<file path="src/rtl/reg_mux_arb.sv">
// Purpose: N-channel registered mux with fixed-select or round-robin arbitration.
// Latency: 1 cycle from an accepted input word to out_data/out_valid.
// Backpressure: a held word stalls while out_ready=0, and every in_ready is 0 during that stall.
module reg_mux_arb #(
  parameter int WIDTH    = 32,
  parameter int CHANNELS = 32,
  parameter int SEL_W    = 5
) (
  input  logic                      clock,
  input  logic                      reset,
  input  logic                      mode,
  input  logic [SEL_W-1:0]          select,
  input  logic [CHANNELS*WIDTH-1:0] in_data,
  input  logic [CHANNELS-1:0]       in_valid,
  output logic [CHANNELS-1:0]       in_ready,
  output logic [WIDTH-1:0]          out_data,
  output logic                      out_valid,
  output logic [SEL_W-1:0]          out_chan,
  input  logic                      out_ready
);

  // Round-robin pointer: the last granted channel. It resets to the top
  // channel, so the first search after reset starts at channel 0.
  logic [SEL_W-1:0] ptr;

  logic             grant_vld;
  logic [SEL_W-1:0] grant_idx;
  logic [SEL_W-1:0] cand;
  logic             load;
  logic [WIDTH-1:0] chan_word [CHANNELS];

  // Unpack the flattened input bus into one word per channel.
  always_comb begin
    for (int i = 0; i < CHANNELS; i++) begin
      chan_word[i] = in_data[i*WIDTH +: WIDTH];
    end
  end

  // Grant decision. Mode 0 grants the selected channel only.
  // Mode 1 searches ptr+1 .. ptr+CHANNELS. CHANNELS is a power of two,
  // so SEL_W-bit wraparound gives the modulo, and the last candidate is ptr itself.
  always_comb begin
    grant_vld = 1'b0;
    grant_idx = '0;
    cand      = '0;
    if (!mode) begin
      grant_vld = in_valid[select];
      grant_idx = select;
    end else begin
      for (int k = 1; k <= CHANNELS; k++) begin
        cand = ptr + SEL_W'(k);
        if (!grant_vld && in_valid[cand]) begin
          grant_vld = 1'b1;
          grant_idx = cand;
        end
      end
    end
  end

  assign load = (!out_valid || out_ready) && grant_vld;

  // One-hot accept strobe for the granted channel. It is gated by reset
  // so no channel sees an accept while reset is asserted.
  always_comb begin
    in_ready = '0;
    if (load && !reset) begin
      in_ready[grant_idx] = 1'b1;
    end
  end

  // Output register. Load replaces the held word; a consume with no grant
  // only clears the valid flag; otherwise everything holds.
  always_ff @(posedge clock or posedge reset) begin
    if (reset) begin
      out_valid <= 1'b0;
      out_data  <= '0;
      out_chan  <= '0;
      ptr       <= SEL_W'(CHANNELS - 1);
    end else if (load) begin
      out_valid <= 1'b1;
      out_data  <= chan_word[grant_idx];
      out_chan  <= grant_idx;
      ptr       <= grant_idx;
    end else if (out_valid && out_ready) begin
      out_valid <= 1'b0;
    end
  end

endmodule

</file>
<file path="config.mk">
export PLATFORM = sky130hd
export DESIGN_NAME = reg_mux_arb
export DESIGN_NICKNAME = d
export VERILOG_FILES = /design/src/rtl/reg_mux_arb.sv
export SDC_FILE = /design/constraint.sdc
export NUM_CORES = 1
export LEC_CHECK = 0
export CAP_MARGIN = 15
export CORE_AREA = 2 2 446 448
export CTS_CLUSTER_SIZE = 14
export DETAILED_ROUTE_END_ITERATION = 7
export DIE_AREA = 0 0 448 450
export HOLD_SLACK_MARGIN = 0.05
export PLACE_DENSITY = 0.3
export SLEW_MARGIN = 10
export SYNTH_ARGS = -nofsm -noshare
export SYNTH_HDL_FRONTEND = slang
export SYNTH_SLANG_ARGS = --single-unit
</file>
<file path="constraint.sdc">
create_clock -name clock -period 10.3 [get_ports clock]
set_clock_uncertainty 0.15 [all_clocks]
set_input_delay 3.09 -clock clock [delete_from_list [all_inputs] [get_ports clock]]
set_output_delay 3.09 -clock clock [all_outputs]
set_load 0.02 [all_outputs]
</file>
-- After elaboration in Yosys (flattened, before gate mapping)
Cells that the tools add are included.
- register bits after elaboration: 43
- latch bits: 0
- RAM bits: 0
- bits in read-only memories: 0
- input bits: 1065
- output and inout bits: 70
- logic and storage cells: 313
- memories kept: 0
- $add $sub $neg: 31
- multiply operators: 0
- div/mod/pow operators: 0
- $lt $le $gt $ge: 36
- equal/unequal tests: 0
- shift-type cells: 0
- mux-type cells: 171
- bitwise logic cells: 1
- reduce and logical (&&, ||, !) cells: 70
- operator list (operator ; count):
    < comparator 5 x 6 -> 1 bit (second input constant) ; 34
    binary-select mux 1 bit (select 5 bit) ; 33
    2-to-1 mux 5 bit ; 33
    binary-select mux 32 bit (select 5 bit) ; 1
    2-to-1 mux 1 bit ; 100
    2-to-1 mux 32 bit ; 3
    adder 5 bit (second input constant) ; 16
    adder 5 x 4 -> 5 bit (second input constant) ; 8
    logical AND 1 bit ; 35
    logical NOT 1 bit ; 33
    adder 5 x 3 -> 5 bit (second input constant) ; 4
    adder 5 x 2 -> 5 bit (second input constant) ; 2
    greater-or-equal comparator 6 bit (second input constant) ; 1
    inverter 5 -> 6 bit ; 1
    adder 5 x 1 -> 5 bit (second input constant) ; 1
    demux 1 bit (select 5 bit) ; 1
    greater-or-equal comparator 5 x 1 -> 1 bit (second input constant) ; 1
    nonzero test 2 bit ; 1
    logical OR 1 bit ; 1

-- Logic depth before layout (Yosys ltp)
- depth after elaboration: 134
- depth in mapped cells: 30

-- Least setup slack after synthesis
OpenSTA, ideal clock, no wires.
- path type: input -> output
- start point: input in_valid[25]
- end point: output in_ready[11]
- data arrival time: 7.673 ns
- slack: -0.613 ns
- stages: 18
- buffers on the path: 5
- path through: mux2_1 > mux4_2 > a22oi_1 > nand2b_1 > clkbuf_1 > nor3_1 > nand4_1 > nor4_1 > and3_1 > a211o_1 > a21oi_1 > nor2_1 > buf_2 > buf_2 > buf_2 > buf_2 > nand4_1 > nor2_1
- cells in the longest elaborated chain, start to end: 133
- elaborated cells between the ends (all ways): 233
- ends and longest elaborated chain (item ; line ; source):
    start, declared ; 14 ; input logic [CHANNELS-1:0] in_valid,
    binary-select mux 1 bit (select 5 bit) ; 52 ; if (!grant_vld && in_valid[cand]) begin
    2-to-1 mux 1 bit (not written as such) ; 52 ;
    2-to-1 mux 1 bit ; 52 ;
    2-to-1 mux 1 bit ; 46 ; if (!mode) begin
    logical NOT 1 bit ; 52 ;
    logical AND 1 bit ; 52 ;
    2-to-1 mux 1 bit ; 52 ;
    2-to-1 mux 1 bit ; 46 ;
    [... 117 more ...] ; -- ;
    logical AND 1 bit ; 52 ;
    2-to-1 mux 5 bit ; 52 ;
    2-to-1 mux 5 bit ; 46 ;
    < comparator 5 x 6 -> 1 bit (not written as such) / greater-or-equal comparator 5 x 1 -> 1 bit (equally long branches) ; 67 ; in_ready[grant_idx] = 1'b1;
    logical AND 1 bit (not written as such) ; 67 ;
    2-to-1 mux 1 bit (not written as such) ; 67 ;
    demux 1 bit (select 5 bit) ; 67 ;
    2-to-1 mux 32 bit (*) ; 66 ; if (load && !reset) begin
    end, declared ; 15 ; output logic [CHANNELS-1:0] in_ready,
Every way passes the cells marked *; elsewhere a longest branch is shown, timed or not. The select of a mux whose other input is x is not followed.

-- Worst setup path after layout
- start point: input in_valid[11]
- end point: output in_ready[9]
Same word-level chain as after synthesis.

==> metrics.txt <==
max frequency 94.5 MHz; largest net degree at the start of global routing 114; total clock sinks 43; Final min period 10590 ps; Min Hold Slack approximately 340 ps; crit path DAT 7350 ps; Non-Filler Instances 6371; CORE AREA 197000 um2; drt first pass iters 5; initial antenna violation count approximately 100; Setup WS post-layout -287 ps; count of pins over their slew limit 0; Slew headroom about 22%; Starting Density around a tenth; Clk pin slew, worst setup/hold paths 70 ps; Routed WL 219000 um; worst-path cell chain buf_8 -> mux4_2 -> mux4_2 -> and2_4 -> a21o_4 -> nor4_4 -> buf_4 -> nand4_1 -> nor4_4 -> a211oi_2 -> or4_4 -> a21oi_4 -> nor2_4 -> or3_4 -> nor2_4 -> buf_6; violated checks negative setup slack; worst r2r src ptr[1]; HP Class register to register; Synth area leader mux2i_1; I/O Pins 1135; Post-synth EDFFs 0; CTS tree yes; Initial DRC Count about 1600; Avg Cell Area, Syn 8.50 um2; synthesized area between 15000 and 20000 um2; vias 25953; Skew-Pair Late Insertion Delay 340 ps; part of the Yosys area used for sequential elements 5.79%; slowest stage cell, crit path mux4_2; crit end category primary output; htree depth 2; clk root buf clkbuf_16; WP data required roughly 7100 ps; Area contributors post-synth mux2i_1 27%, mux4_2 10%, a211oi_1 10%; WL per Instance 34.3 um; area share of the largest cell type after synthesis around 27%; Top FF cell, synth dfrtp_1; gr usage total 20.8%; first-pass GRT wire length roughly 280000 um; vias in the first global route 26318; final hold viol count 0; proportion of layout cells with a drive suffix above 1 between 20% and 30%; status complete, but fails checks; FF-to-FF path depth 25; Syn Inst Count 2200; ys async rst share 100%; TritonCTS buffer count 5; Detailed Place HPWL 191000 um; Final Util 19.6%; Overflow after GRT 0; Worst Setup EP in_ready[9]; Synthesis Warnings 0; unrepaired setup endpoints after global routing yes; syn nets roughly 3300; worst-case clock buffer depth 2; Tightest Pin Transition 1170 ps; pre-CTS WS -1740 ps; register bit count reported by yosys 43; Crit Path Class input pin to primary output; unique cell type count in the Yosys netlist 96; Placer Congestion between 0.9 and 1; Chip Width 448 um; Max-Cap Viols 0; R2R Setup Slk 1360 ps; Area Growth Syn to Fin 106%; final setup fails 32; Final Cycle Share 103%; row cnt 163; vias per inst 4.07; drt drc 0; die extent in y 450 um; IO Port Bufs about 1100; fillers 22039; final net count between 4000 and 5000; crit-path max FO 8; Detail Route Antenna Nets 0; kind of start point of the critical path input pin; DIE AREA 202000 um2; Critical R2R Capture out_data[13]; Critical Path Start in_valid[11]; crit-path max cell delay approximately 570 ps; # placed instances 6284
## registers in the layout, indices dropped and copies added (netlist names)
name	cells
out_data	32
ptr	5
out_chan	5
out_valid	1
## Yosys cell counts, drive strengths merged, types with 32 or more instances
cell type	count
dfrtp	38
mux2i	503
mux4	85
a211oi	254
buf	131
clkbuf	86
and2	139
mux2	157
nor2	118
a21oi	61
o21ai	50
nor3	32
nand2	85
o22ai	54
nor4	38
## kinds of logic after synthesis
logic type | count (synthesis) | synth area share (%)
compound gates | 622 | 24.3
simple gates | 512 | 14.5
flops | 43 | 5.79
xor+xnor | 30 | 1.63
mux | 745 | 46.7
buf+inv | 235 | 6.21
fa+ha+maj | 13 | 0.870
## per-stage QoR
step           area (um2)  setup TNS [ps]
2_1_floorplan       19000           -3290
3_3_place_gp        36800          -71450
3_5_place_dp        36800          -73980
4_1_cts             38000           -9430
5_1_grt             38500           -9020
6_report            38500           -6040
## layout by cell type (no fill, tap or decap), types with 13 or more instances in the layout
cell type        instances
nand3_1                 17
mux2i_4                 20
buf_4                  545
o32ai_1                 18
a211oi_1               238
ha_1                    13
buf_6                   73
mux2_4                  26
nand4_1                 13
and2_1                  54
diode_2                 16
a211oi_2                16
mux4_2                  85
nor2_4                  35
mux2i_1                467
dfrtp_1                 38
o21ai_0                 40
o211ai_1                16
o22ai_1                 53
mux2i_2                 16
nor4_1                  30
xnor2_1                 19
nor3_1                  24
buf_12                  15
clkdlybuf4s50_1       1070
and2_0                  82
a31oi_1                 21
mux2_2                 124
a21oi_1                 55
nor2_1                  81
a211o_1                 19
nand2_1                 81
## metal layers
layer | GRT usage, % | up-vias | wire length (um)
li1 | - | 11801 | -
met1 | 25.2 | 12993 | 89600
met2 | 38.8 | 922 | 115000
met3 | 2.97 | 207 | 10300
met4 | 3.04 | 30 | 3500
met5 | 0 | - | 186
## timing repair
action                                  4_1_cts  5_1_grt
endpoints found under the setup margin       64       38
setup buffers                                40       26
hold buffers                                  0        0
endpoints found under the hold margin         0        0
pin swaps                                    66       49
resized for setup                           441      130
## area by class of cell
type                       count  area, um2  share of cell area (%)
antenna                       16       40.0                   0.104
clock buffer                   7        133                   0.344
clock inverter                 1       30.0                  0.0779
inverter                      18       70.1                   0.182
multi-input combinational   1922      17800                    46.2
sequential                    43       1090                    2.82
tap                         2640       3300                    8.57
timing repair buffer        1724      16100                    41.7
## worst min-delay path by stage
stage / start / end / slack, ps / depth (start not counted)
after detailed placement: out_chan[0] / out_chan[0] / 330 / 2
after CTS: out_chan[3] / out_chan[3] / 350 / 2
final: out_chan[3] / out_chan[3] / 340 / 2
after global placement: out_chan[3] / out_chan[3] / 320 / 2
after floorplan: out_chan[0] / out_chan[0] / 440 / 2
after global routing: out_chan[3] / out_chan[3] / 370 / 2
## critical path, delay by kind of cell
family	cells	cell delay (ps)
AND/OR/NAND/NOR	8	2140
buffers and inverters	3	440
multiplexers	2	1120
AO/OA/AOI/OAI	3	520
Power is left out: the tool's default activity adds up to more than one toggle a clock period on the data nets, which glitch-free logic cannot reach.
